### config.mk
export PLATFORM = sky130hd
export DESIGN_NAME = wave_gen_top
export DESIGN_NICKNAME = d
export VERILOG_FILES = /design/src/rtl/wave_gen_top.sv
export SDC_FILE = /design/constraint.sdc
export NUM_CORES = 1
export LEC_CHECK = 0
export ABC_AREA = 1
export CAP_MARGIN = 20
export CORE_ASPECT_RATIO = 0.75
export CORE_UTILIZATION = 63
export DETAILED_ROUTE_END_ITERATION = 7
export GPL_TIMING_DRIVEN = 1
export PLACE_DENSITY = 0.85
export REMOVE_ABC_BUFFERS = 1
export SLEW_MARGIN = 20
export SYNTH_ARGS = -nofsm -noshare
export SYNTH_HDL_FRONTEND = slang
export SYNTH_SLANG_ARGS = --single-unit
### constraint.sdc
create_clock -name sys_clk -period 9.1 [get_ports sys_clk]
set_clock_uncertainty 0.15 [all_clocks]
set_input_delay 1.82 -clock sys_clk [delete_from_list [all_inputs] [get_ports sys_clk]]
set_output_delay 1.82 -clock sys_clk [all_outputs]
set_load 0.02 [all_outputs]
### src/rtl/wave_gen_top.sv
// Burst waveform generator: programmable high/low phase lengths, burst or continuous
// period count, graceful stop at period boundary, one-clock done pulse.
module wave_gen_top #(
    parameter logic [31:0] DEF_HIGH = 32'd6250,
    parameter logic [31:0] DEF_LOW  = 32'd6250
) (
    input  logic        sys_clk,
    input  logic        sys_rst,
    input  logic        start,
    input  logic        stop,
    input  logic [31:0] cfg_high,
    input  logic [31:0] cfg_low,
    input  logic [15:0] cfg_num,
    output logic        signal_out,
    output logic        busy,
    output logic        done,
    output logic [15:0] period_cnt
);

    localparam int unsigned LEN_W = 32;
    localparam int unsigned CNT_W = 16;

    localparam logic [1:0] IDLE = 2'd0;
    localparam logic [1:0] HIGH = 2'd1;
    localparam logic [1:0] LOW  = 2'd2;

    typedef struct packed {
        logic [LEN_W-1:0] hi_len;
        logic [LEN_W-1:0] lo_len;
        logic [CNT_W-1:0] num;
    } burst_cfg_t;

    logic [1:0]       state_q, state_d;
    logic [LEN_W-1:0] phase_q, phase_d;
    logic [CNT_W-1:0] period_d;
    burst_cfg_t       cfg_q, cfg_d;
    logic             stop_req_q, stop_req_d;
    logic             signal_d, busy_d, done_d;

    logic             hi_last_c, lo_last_c, burst_end_c;
    logic [CNT_W-1:0] period_inc_c;

    // Phase end detection and end-of-burst decision at the final LOW clock
    always_comb begin
        hi_last_c    = (phase_q == cfg_q.hi_len - LEN_W'(1));
        lo_last_c    = (phase_q == cfg_q.lo_len - LEN_W'(1));
        period_inc_c = period_cnt + CNT_W'(1);
        burst_end_c  = ((cfg_q.num != '0) && (period_inc_c == cfg_q.num))
                       || stop_req_q || stop;
    end

    // Next-state and next-output logic
    always_comb begin
        state_d    = state_q;
        phase_d    = phase_q;
        period_d   = period_cnt;
        cfg_d      = cfg_q;
        stop_req_d = stop_req_q;
        signal_d   = signal_out;
        busy_d     = busy;
        done_d     = 1'b0;

        case (state_q)
            IDLE: begin
                if (start) begin
                    cfg_d.hi_len = (cfg_high == '0) ? DEF_HIGH : cfg_high;
                    cfg_d.lo_len = (cfg_low == '0) ? DEF_LOW : cfg_low;
                    cfg_d.num    = cfg_num;
                    period_d     = '0;
                    phase_d      = '0;
                    stop_req_d   = 1'b0;
                    state_d      = HIGH;
                    signal_d     = 1'b1;
                    busy_d       = 1'b1;
                end
            end

            HIGH: begin
                if (stop) begin
                    stop_req_d = 1'b1;
                end
                if (hi_last_c) begin
                    phase_d  = '0;
                    state_d  = LOW;
                    signal_d = 1'b0;
                end else begin
                    phase_d = phase_q + LEN_W'(1);
                end
            end

            LOW: begin
                if (stop) begin
                    stop_req_d = 1'b1;
                end
                if (lo_last_c) begin
                    period_d = period_inc_c;
                    phase_d  = '0;
                    if (burst_end_c) begin
                        state_d = IDLE;
                        busy_d  = 1'b0;
                        done_d  = 1'b1;
                    end else begin
                        state_d  = HIGH;
                        signal_d = 1'b1;
                    end
                end else begin
                    phase_d = phase_q + LEN_W'(1);
                end
            end

            default: begin
                state_d  = IDLE;
                signal_d = 1'b0;
                busy_d   = 1'b0;
            end
        endcase
    end

    // State, counters, latched config and registered outputs
    always_ff @(posedge sys_clk or posedge sys_rst) begin
        if (sys_rst) begin
            state_q    <= IDLE;
            phase_q    <= '0;
            period_cnt <= '0;
            cfg_q      <= '0;
            stop_req_q <= 1'b0;
            signal_out <= 1'b0;
            busy       <= 1'b0;
            done       <= 1'b0;
        end else begin
            state_q    <= state_d;
            phase_q    <= phase_d;
            period_cnt <= period_d;
            cfg_q      <= cfg_d;
            stop_req_q <= stop_req_d;
            signal_out <= signal_d;
            busy       <= busy_d;
            done       <= done_d;
        end
    end

endmodule

### Word level (Yosys, flattened, before mapping)

Cells that the tools add are included.

| storage, ports and cells | value |
|---|---|
| flip-flop bits (word level) | 134 |
| latch bits | 0 |
| RAM bits | 0 |
| ROM bits | 0 |
| logic and storage cells | 72 |
| memories | 0 |

| cells by class | value |
|---|---|
| add/sub/neg operators | 4 |
| multiply operators | 0 |
| divide/modulo/power cells | 0 |
| magnitude comparators | 0 |
| equal/unequal tests | 11 |
| shift-type cells | 0 |
| multiplexer cells | 28 |
| bitwise operators | 1 |
| reduce and logical (&&, ||, !) cells | 18 |

Operators by type and width:

| cell | number |
|---|---|
| 32-bit 2-to-1 mux | 5 |
| 32-bit one-hot mux with 3 select lines | 1 |
| 32-bit equality test | 2 |
| 32-bit zero test | 2 |
| 32-bit by 1-bit subtractor with 32-bit output, second input constant | 2 |
| 32-bit by 1-bit adder with 32-bit output, second input constant | 1 |
| 16-bit 2-to-1 mux | 2 |
| 16-bit one-hot mux with 2 select lines | 1 |
| 16-bit by 1-bit adder with 16-bit output, second input constant | 1 |
| 16-bit equality test | 1 |
| 16-bit nonzero test | 1 |
| 1-bit 2-to-1 mux | 12 |
| 2-bit != test, second input constant | 5 |
| 3-bit AND reduction | 3 |
| 4-bit AND reduction | 2 |
| 2-bit 2-to-1 mux | 3 |
| 1-bit one-hot mux with 3 select lines | 2 |
| 2-bit one-hot mux with 3 select lines | 1 |
| 2-bit AND reduction | 2 |
| 2-bit nonzero test | 2 |
| 3-bit nonzero test | 1 |
| 2-bit by 1-bit equality test with 1-bit output, second input constant | 1 |
| 2-bit equality test, second input constant | 1 |
| 2-bit zero test | 1 |
| 6 further kinds | 7 |

### Logic depth before layout (Yosys ltp)

| logic depth | value |
|---|---|
| depth in word-level cells | 8 |
| depth in mapped cells | 19 |

### Worst setup path after synthesis

Ideal clock, no wire load.

| path | value |
|---|---|
| path type | input to register |
| start point | input port start |
| end point | register phase_q[0] |
| library setup time | 0.077 ns |
| arrival time | 2.744 ns |
| data required time | 8.873 ns |
| path slack | 6.128 ns |
| cell stages on the path | 7 |
| cell sequence | nor2_1 > or2_2 > clkbuf_1 > nor2_1 > nand2_2 > buf_6 > a21oi_1 |

| on the way | value |
|---|---|
| word-level cells in the longest chain between the ends | 2 |

RTL lines:

| element | line | text |
|---|---|---|
| start, declared | 9 | `input logic start,` |
| 2-bit != test (no source line) | n/a |  |
| 2-bit AND reduction (no source line) | n/a |  |
| end signal, assigned | 132 | `phase_q <= phase_d;` |
| end, declared | 34 | `logic [LEN_W-1:0] phase_q, phase_d;` |

Every way passes these cells.
A chain may end at the register's enable or synchronous reset.

### Worst setup path after layout

| path | value |
|---|---|
| start point | register period_cnt[0] |
| end point | output port period_cnt[0] |

RTL lines:

| element | line | text |
|---|---|---|
| start, declared | 17 | `output logic [15:0] period_cnt` |
| start signal, assigned | 133 | `period_cnt <= period_d;` |

No word-level cell between the ends.

==> results.toml <==
[status]
status = "complete, no violations"

[clock_network]
cts_sinks = 134
cts_setup_buffers = 0
ctsResizeCount = 0
htreeDepth = 4
postCtsHoldBufs = 0
insertion_delay_ns = 0.44
cts_tree = "built"
path_clk_slew_ns = 0.06
cts_root_buf = "clkbuf_16"
cts_max_path_buffers = 2
cts_inserted_buffers = 17

[floorplan]
floorplan.initialDensity = 0.651
core-area_mm2 = 0.0154
die_width_um = 148
die_h_um = 111
die_area_mm2 = 0.0164
io_pins = 103
rows = 39

[global_route]
grt_antenna_before_repair = 0
grt_first_pass_wirelength_mm = 45.7
grt_max_degree = 87
overflow = 0
grtUsageTotal = 0.353
grt_pass1_vias = 9563

[synthesis]
yosys_warnings = 0
syn-cell-area_mm2 = 0.0100
synth_xor_area_frac = 0.0870
synth_fa_ha_area_frac = 0.00997
synth-compound-area-share = 0.0812
synth_area_leaders = "dfrtp_1 33%, nand2_1 19%, nor2_1 7.3%"
ys_types = 46
synth_seq_cells = 134
synth.yosys.seq_area_share = 0.334
syn_area_per_cell_um2 = 6.56
yosys.area.top_type = "dfrtp_1"
async_reset_ff_frac = 1.00
synth_top_area_frac = 0.334
synthCells = 1530
yosys.area_share.simple = 0.393
synth_top_family_by_area = "simple AND/OR/NAND/NOR gates"
dominantRegCellSynth = "dfrtp_1"
synth-edff-count = 0
muxShareOfSynthArea = 0

[sta]
timing.fmax_mhz = 268
relSlewSlack = 0.470
finalSetupViolCount = 0
finalCriticalPeriod_ns = 3.73
finalCritPeriodShare = 0.410
hold_viol = 0
drv_slew = 0
rsz0062_at_grt = "no"
tns_ns = 0
worst_pin_slew_ns = 0.796

[critical_path]
ff2ff_path_depth = 14
r2r_setup_slack_ns = 5.76
crit_chain = "clkdlybuf4s50_1"
start_kind = "flip-flop"
cpLargestDelayFamily = "buffers and inverters"
crit_arrival_ns = 1.76
endpoint_kind = "output port"
critPathBufInv = 1
crit_slowest_cell = "clkdlybuf4s50_1"
critPathMaxStageDelay_ns = 0.69
cp_max_fo = 10
worstSetupPathType = "reg2out"
cp.required_ns = 7.13
crit_cells = 1

[finish]
syn2layout_area_growth_pct = 16.9
antennaDiodeCount = 0
multi_input_area_mm2 = 0.00573
fin_nets = 1694
post-route-util = 0.761
fillers = 1188
seq_area_mm2 = 0.00335
drive_above_1_share = 0.0663

[job]
maxCapViolCount = 0

[power]
p_int_mw = 1.77
p_per_area_mw_per_mm2 = 273
pwr-share-clk = 0.235
p_total_mw = 3.20
p_sw_frac = 0.447
seq_power_share = 0.325
vdd_drop_max_uv = 168
comb_power_share = 0.440
p_leak_nw = 5.50
p_switching_mw = 1.43

[min_path]
hold_path.class = "reg2reg"
holdPathStages = 2

[drt]
ant_nets = 0
dr_total_vias = 10100
drc = 0
first_iter_violations = 877
drt-total-wl_mm = 27.8
first_pass_iters = 6
viasPerCell = 5.53
drt-wirelength-per-cell_um = 15.3

[place]
hpwlAfterDp_mm = 20.7
gp_congestion = 0.943
port-buffer-count = 102
cell usage in the layout, fill, tap and decap left out, types with 17 or more instances in the layout:
cell,instances
nand2_2,17
nand3_1,77
xnor2_1,43
clkdlybuf4s50_1,102
nand2_1,501
inv_1,180
nor2_1,196
o21ai_0,71
clkbuf_16,17
nand4_1,37
dfrtp_1,134
xor2_1,54
o21ai_1,33
per-stage QoR:
step / instances / hold slack [ns] / setup WS [ns] / area, µm²
after floorplan: 1478 / 0.318 / 3.55 / 9790
after global placement: 1788 / 0.333 / 5.08 / 11100
after detailed placement: 1788 / 0.332 / 5.03 / 11100
after CTS: 1819 / 0.346 / 5.37 / 11700
after global routing: 1819 / 0.366 / 5.29 / 11700
final: 1819 / 0.341 / 5.37 / 11700
flip-flops by register name, summed over array words and instances, names as in the netlist:
signal and count:
busy 1, phase_q 32, period_cnt 16, cfg_q 80, state_q 2, stop_req_q 1, done 1, signal_out 1
layout make-up:
| cell class | instances | share of cell area |
|---|---|---|
| tap | 205 | 0.0219 |
| inverter | 188 | 0.0603 |
| multi-input combinational | 1156 | 0.488 |
| clock buffer | 20 | 0.0398 |
| clock inverter | 11 | 0.0146 |
| sequential | 134 | 0.286 |
| timing repair buffer | 105 | 0.0892 |
cell usage after synthesis, types with 2 or more instances:
master / instances
xnor2_1: 43
o211ai_1: 2
nand2_1: 502
buf_1: 2
nand3_2: 7
nand2_4: 2
and2_1: 4
nor4_1: 13
ha_1: 8
nand2_2: 16
xor2_1: 54
nor3_2: 2
buf_6: 5
dfrtp_1: 134
buf_2: 9
nor2_4: 6
clkinv_1: 3
or2_2: 3
o21ai_2: 13
nor2_1: 196
o21bai_1: 6
nand3b_1: 12
clkbuf_1: 35
o21ai_1: 33
or2_0: 2
nor3_1: 8
nor2_2: 13
nand3_1: 77
a21oi_1: 10
inv_1: 182
o21ai_0: 71
inv_2: 3
nand4_1: 37
a22oi_1: 5
logic make-up (layout without fill, tap and decap cells):
| family | after synthesis | after routing |
|---|---|---|
| and+or+nand+nor | 906 | 906 |
| buffers and inverters | 240 | 324 |
| AOI/OAI and AO/OA | 144 | 144 |
| DFF | 134 | 134 |
| xor gates and xnor gates | 98 | 98 |
| adders and majority gates | 8 | 8 |
worst paths after layout:
path	endpoint	startpoint
hold / removal	signal_out	signal_out
setup reg to reg	busy	period_cnt[0]
setup / recovery	period_cnt[0]	period_cnt[0]
min in group asynchronous	cfg_q[4]	sys_rst
hold reg to reg	signal_out	signal_out
max in group asynchronous	cfg_q[46]	sys_rst
power groups by stage:
stage	logic, mW	clock network [mW]	registers, mW
floorplan	1.06	0	0.967
global placement	1.33	0	1.03
detailed placement	1.38	0	1.04
CTS	1.40	0.752	1.03
global route	1.61	0.781	1.06
finish	1.41	0.751	1.04
per-layer routing:
metal  GRT usage  wire length, µm  up-vias
met5           0                0        -
met4       0.141              752        0
met3      0.0671             2440       59
met2       0.543            12200      457
met1       0.491            12400     4604
li1            -                -     4932
Note: power is estimated with default switching activity, not from simulation.
